**src/rtl/cpu_trace_pkg.sv**
```systemverilog
// Shared types and constants for the CPU trace-line checker.
// Latency/backpressure: n/a (declarations only).
package cpu_trace_pkg;

  typedef enum logic [3:0] {
    ST_IDLE, ST_TIME, ST_PC, ST_COLON, ST_SP1, ST_REG,
    ST_ADDR, ST_SP2, ST_EQ, ST_SP3, ST_DATA, ST_SP4
  } state_t;

  localparam logic [1:0] FMT_NONE = 2'd0;
  localparam logic [1:0] FMT_REG  = 2'd1;
  localparam logic [1:0] FMT_MEM  = 2'd2;

  localparam int ERR_TIME = 0;
  localparam int ERR_PC   = 1;
  localparam int ERR_ADDR = 2;
  localparam int ERR_GRF  = 3;
  localparam int ERR_SEQ  = 4;

  localparam logic [7:0] CH_CARET  = 8'h5e;
  localparam logic [7:0] CH_AT     = 8'h40;
  localparam logic [7:0] CH_COLON  = 8'h3a;
  localparam logic [7:0] CH_SPACE  = 8'h20;
  localparam logic [7:0] CH_DOLLAR = 8'h24;
  localparam logic [7:0] CH_STAR   = 8'h2a;
  localparam logic [7:0] CH_LT     = 8'h3c;
  localparam logic [7:0] CH_EQ     = 8'h3d;
  localparam logic [7:0] CH_HASH   = 8'h23;

  // Bits needed to hold any value of the given number of decimal digits.
  function automatic int dec_width(input int digits);
    return $clog2(10 ** digits);
  endfunction

endpackage

```
**src/rtl/trace_char_class.sv**
```systemverilog
// Classifies one ASCII char as decimal/hex digit or space and decodes its nibble.
// Latency: combinational; no backpressure.
module trace_char_class
  import cpu_trace_pkg::*;
(
  input  logic [7:0] ch,
  output logic       is_dec,
  output logic       is_hex,
  output logic       is_space,
  output logic [3:0] nibble
);
  logic is_lc, is_uc;

  always_comb begin
    is_dec   = (ch >= 8'h30) && (ch <= 8'h39);
    is_lc    = (ch >= 8'h61) && (ch <= 8'h66);
    is_uc    = (ch >= 8'h41) && (ch <= 8'h46);
    is_hex   = is_dec || is_lc || is_uc;
    is_space = (ch == CH_SPACE);
    // 'a'/'A' have low nibble 1, so letters decode as low nibble + 9.
    nibble   = is_dec ? ch[3:0] : (ch[3:0] + 4'd9);
  end
endmodule

```
**config.mk**
```make
export PLATFORM = sky130hd
export DESIGN_NAME = trace_char_class
export DESIGN_NICKNAME = d
export VERILOG_FILES = /design/src/rtl/cpu_trace_pkg.sv /design/src/rtl/trace_char_class.sv
export SDC_FILE = /design/constraint.sdc
export NUM_CORES = 1
export LEC_CHECK = 0
export CELL_PAD_IN_SITES_DETAIL_PLACEMENT = 0
export CELL_PAD_IN_SITES_GLOBAL_PLACEMENT = 1
export CORE_AREA = 2 2 39 41
export DETAILED_ROUTE_END_ITERATION = 12
export DIE_AREA = 0 0 41 43
export DONT_BUFFER_PORTS = 1
export PLACE_DENSITY = 0.42
export SLEW_MARGIN = 20
export SYNTH_ARGS = -nofsm -noshare
export SYNTH_HDL_FRONTEND = slang
export SYNTH_SLANG_ARGS = --single-unit
```
**constraint.sdc**
```tcl
create_clock -name vclk -period 2.8
set_clock_uncertainty 0.05 [all_clocks]
set_input_delay 0.56 -clock vclk [all_inputs]
set_output_delay 0.56 -clock vclk [all_outputs]
set_load 0.005 [all_outputs]
```
=== After elaboration in Yosys (flattened, before gate mapping) ===
Cells that the tools add are included.

* Register bits after elaboration: 0
* Latch bits: 0
* RAM bits: 0
* Bits in read-only memories: 0
* Bits of input ports: 8
* Output and inout bits: 7
* Word-level logic and storage cells: 14
* Memories: 0

* Add/sub/neg operators: 1
* Multipliers: 0
* Div/mod/pow operators: 0
* Magnitude comparators: 6
* Equality and inequality tests: 1
* Shifts and indexed selects: 0
* Muxes and demuxes: 1
* Bitwise operators: 0
* Reductions and logical operators: 5

{| class="wikitable"
|+ Operator list
! kind !! number
|-
| 8-bit by 7-bit greater-or-equal comparator with 1-bit output (second input constant) || 2
|-
| 8-bit by 7-bit less-or-equal comparator with 1-bit output (second input constant) || 2
|-
| 8-bit by 6-bit equality test with 1-bit output (second input constant) || 1
|-
| 8-bit by 6-bit greater-or-equal comparator with 1-bit output (second input constant) || 1
|-
| 8-bit by 6-bit less-or-equal comparator with 1-bit output (second input constant) || 1
|-
| 4-bit adder (second input constant) || 1
|-
| 4-bit two-way mux || 1
|-
| 1-bit logical AND || 3
|-
| 1-bit logical OR || 2
|}

=== Longest topological paths before layout ===
* Word-level depth: 4
* Mapped depth: 5
* Depth with buffers taken out: 5

=== Worst setup path after synthesis ===
No wires, ideal clock.

* Path type: input -> output
* Start: input ch[0]
* End: output nibble[1]
* Arrival time: 1.531 ns
* Data required time: 2.190 ns
* Slack: 0.659 ns
* Stages: 5
* Buffers on the path: 0
* Cell sequence: inv_1 > ha_1 > nand2b_1 > o211ai_4 > mux2_4

* Longest elaborated chain between the ends: 3
* Elaborated cells on any way between the ends: 5
* Classes of those cells: 1 x add/sub; 2 x order compare; 1 x mux; 1 x reduce/logical

{| class="wikitable"
|+ RTL lines
! what !! line !! RTL
|-
| start, declared || trace_char_class.sv:6 || <nowiki>input logic [7:0] ch,</nowiki>
|-
| 8-bit by 6-bit greater-or-equal comparator with 1-bit output / 8-bit by 6-bit less-or-equal comparator with 1-bit output (equally long branches) || trace_char_class.sv:15 || <nowiki>is_dec = (ch >= 8'h30) && (ch <= 8'h39);</nowiki>
|-
| 1-bit logical AND || trace_char_class.sv:15 ||
|-
| 4-bit two-way mux (*) || trace_char_class.sv:21 || <nowiki>nibble = is_dec ? ch[3:0] : (ch[3:0] + 4'd9);</nowiki>
|-
| end, declared || trace_char_class.sv:10 || <nowiki>output logic [3:0] nibble</nowiki>
|}

Every way passes the cells marked *; elsewhere a longest branch is shown, timed or not.

=== Final worst setup path ===
* Start: input ch[0]
* End: output is_hex

* Longest elaborated chain between the ends: 4
* Elaborated cells on any way between the ends: 11
* Classes of those cells: 6 x order compare; 5 x reduce/logical

{| class="wikitable"
|+ RTL lines
! what !! line !! RTL
|-
| 8-bit by 6-bit greater-or-equal comparator with 1-bit output (tied with other cells) || trace_char_class.sv:15 ||
|-
| 1-bit logical AND (on tied branches) || trace_char_class.sv:15, trace_char_class.sv:16 ||
|-
| 1-bit logical OR || trace_char_class.sv:18 || <nowiki>is_hex = is_dec || is_lc || is_uc;</nowiki>
|-
| 1-bit logical OR (*) || trace_char_class.sv:18 ||
|-
| end, declared || trace_char_class.sv:8 || <nowiki>output logic is_hex,</nowiki>
|}

Marked as above.

==> flow_summary.ini <==
[die]
num_rows = 14
die-width_um = 41
floorplan.initialDensity_pct = 18.4
fp.coreArea_um2 = 1380
boundaryPins = 15
vertical_die_dimension_um = 43
dieArea_um2 = 1760

[setup_path]
worst_setup_ep_type = primary output
critPathKind = in2out
crit_path_start_kind = primary input
critical_path_peak_fanout = 4
worstPathRequired_ps = 2190
cp_data_arrival_time_ps = 1650

[place]
number_of_port_buffers = 0
placedInstanceArea_um2 = 275
routabilityCongestion = 0.603

[cells_and_area]
final-seq-area_um2 = 0
num_antenna_cells = 0
drive_gt1_share_pct = 12.5
final_area_um2 = 275
synthToLayoutAreaGrowth_pct = 7.84
nNetsFinal = 46
postLayoutCoreUtil_pct = 19.9
layout.filler_cells = 154
multi_input_comb_area_um2 = 240
nClkBuffers = 0
layout.sequential_cells = 0

[timing]
grt_setup_unrepaired = false
slew_headroom_pct = 62.0
finalCriticalPeriod_ps = 2260
final_layout_setup_total_negative_slack_ps = 0
min_period_over_period_pct = 80.7
max_slew.worst_pin.slew_ps = 556
fmax_mhz = 443
finalSetupViolations = 0
report.final.hold_viol_count = 0
timing.final.max_slew_violations = 0

[power]
p_total_w = 0.0000246
internal-power_w = 0.0000125
switchingPower_w = 0.0000122
vdd_ir_drop_max_mv = 0.0247
swShare_pct = 49.4
clkPwrFrac_pct = 0
power-per-cell-area_nw_per_um2 = 89.4
seq_power_share_pct = 0
power.combinational.fraction_pct = 100.0
power.static_leakage_nw = 0.117

[route]
avgRoutedWirePerCell_um = 12.8
dr_total_vias = 230
detail-route-antenna-nets = 0
first_pass_iters = 3
post_dr_vias_cell = 4.79
drc = 0
detail_route.iter0.violations = 3
totalWireLength_um = 612

[synth]
postSynthNetCount = 44
ys_warn_count = 0
postSynthAreaPerCell_um2 = 7.98
syn-cell-area_um2 = 255
synth_seq_area_share_pct = 0
post_synthesis_cells = 32
netlist-cell-type-count = 22

[global_routing]
vias_in_the_first_global_route = 242
antenna_violations_before_repair = 0
grt_max_degree = 9
grt_overflow_total = 0
wire_length_of_the_first_global_routing_pass_um = 1090
grt_usage_pct = 8.09

[status]
status = finished, final reports clean

[hold_path]
hold_path_class = in2out

[clock_network]
cts_hold_repair.buffers = 0
postCtsSetupRepairBufs = 0
post_cts_resize_count = 0

[run]
timing.max_cap.violations = 0
==> power by group through the flow <==
stage                     clock network [W]  logic [W]  registers [W]
after floorplan                           0  0.0000214              0
after global routing                      0  0.0000288              0
after global placement                    0  0.0000249              0
final                                     0  0.0000246              0
after CTS                                 0  0.0000252              0
after detailed placement                  0  0.0000249              0
==> layout by cell type, fill, tap and decap left out <==
| cell type | count |
|---|---|
| sky130_fd_sc_hd__a2111oi_0 | 1 |
| sky130_fd_sc_hd__a21oi_1 | 2 |
| sky130_fd_sc_hd__a22o_1 | 1 |
| sky130_fd_sc_hd__a31oi_1 | 1 |
| sky130_fd_sc_hd__and2b_1 | 1 |
| sky130_fd_sc_hd__and2b_2 | 1 |
| sky130_fd_sc_hd__and3_1 | 1 |
| sky130_fd_sc_hd__and4bb_2 | 1 |
| sky130_fd_sc_hd__ha_1 | 4 |
| sky130_fd_sc_hd__inv_1 | 4 |
| sky130_fd_sc_hd__mux2_4 | 1 |
| sky130_fd_sc_hd__nand2_1 | 2 |
| sky130_fd_sc_hd__nand2b_1 | 1 |
| sky130_fd_sc_hd__nand3_1 | 1 |
| sky130_fd_sc_hd__nand3b_1 | 2 |
| sky130_fd_sc_hd__nand4bb_1 | 1 |
| sky130_fd_sc_hd__nor4_1 | 1 |
| sky130_fd_sc_hd__o211ai_1 | 1 |
| sky130_fd_sc_hd__o211ai_4 | 1 |
| sky130_fd_sc_hd__o21a_1 | 1 |
| sky130_fd_sc_hd__o21ai_0 | 2 |
| sky130_fd_sc_hd__xnor2_1 | 1 |
==> synthesized netlist by cell type <==
master | count | area (um^2)
sky130_fd_sc_hd__a22o_1 | 1 | 8.76
sky130_fd_sc_hd__nor4_1 | 1 | 6.26
sky130_fd_sc_hd__nand2_1 | 2 | 7.51
sky130_fd_sc_hd__o21ai_0 | 2 | 10.0
sky130_fd_sc_hd__a31oi_1 | 1 | 6.26
sky130_fd_sc_hd__o211ai_4 | 1 | 21.3
sky130_fd_sc_hd__mux2_4 | 1 | 15.0
sky130_fd_sc_hd__inv_1 | 4 | 15.0
sky130_fd_sc_hd__o21a_1 | 1 | 7.51
sky130_fd_sc_hd__nand3_1 | 1 | 5.00
sky130_fd_sc_hd__nand2b_1 | 1 | 6.26
sky130_fd_sc_hd__and4bb_2 | 1 | 12.5
sky130_fd_sc_hd__ha_1 | 4 | 50.1
sky130_fd_sc_hd__o211ai_1 | 1 | 7.51
sky130_fd_sc_hd__nand4bb_1 | 1 | 11.3
sky130_fd_sc_hd__a21oi_1 | 2 | 10.0
sky130_fd_sc_hd__and2b_2 | 1 | 8.76
sky130_fd_sc_hd__a2111oi_0 | 1 | 8.76
sky130_fd_sc_hd__nand3b_1 | 2 | 15.0
sky130_fd_sc_hd__xnor2_1 | 1 | 8.76
sky130_fd_sc_hd__and2b_1 | 1 | 7.51
sky130_fd_sc_hd__and3_1 | 1 | 6.26
==> worst max-delay path, stage by stage <==
cell,delay [ps]
sky130_fd_sc_hd__inv_1,90
sky130_fd_sc_hd__ha_1,180
sky130_fd_sc_hd__nand2b_1,210
sky130_fd_sc_hd__a21oi_1,100
sky130_fd_sc_hd__a2111oi_0,500
==> per-layer routing <==
| layer | wire [um] | global-route usage (%) | vias to the layer above | share of wire [%] |
|---|---|---|---|---|
| li1 | - | - | 121 | - |
| met1 | 295 | 13.0 | 98 | 48 |
| met2 | 248 | 11.9 | 11 | 41 |
| met3 | 68 | 1.05 | 0 | 11 |
| met4 | 0 | 0 | 0 | 0 |
| met5 | 0 | 0 | - | 0 |
==> kinds of logic after synthesis <==
group	Yosys count	synth area share, %
compound gates	10	31.4
xor+xnor	1	3.43
buf+inv	4	5.88
fa+ha+maj	4	19.6
simple gates	12	33.8
mux	1	5.88
==> area by class of cell <==
class | count | share of cell area (%)
Inverter | 4 | 5.45
Tap cell | 16 | 7.27
Multi-Input combinational cell | 28 | 87.3
==> metrics by stage <==
stage	hold slack, ps	setup WS [ps]	instances
2_1_floorplan	1110	659	32
3_3_place_gp	1120	522	48
3_5_place_dp	1120	520	48
4_1_cts	1120	515	48
5_1_grt	1120	382	48
6_report	1120	541	48
==> path summary, 6_finish.rpt <==
kind / startpoint / to / slack, ps / cells past startpoint
setup / recovery: ch[0] / is_hex / 540 / 5
hold / removal: ch[7] / is_hex / 1120 / 1
(Power assumes the default switching activity.)
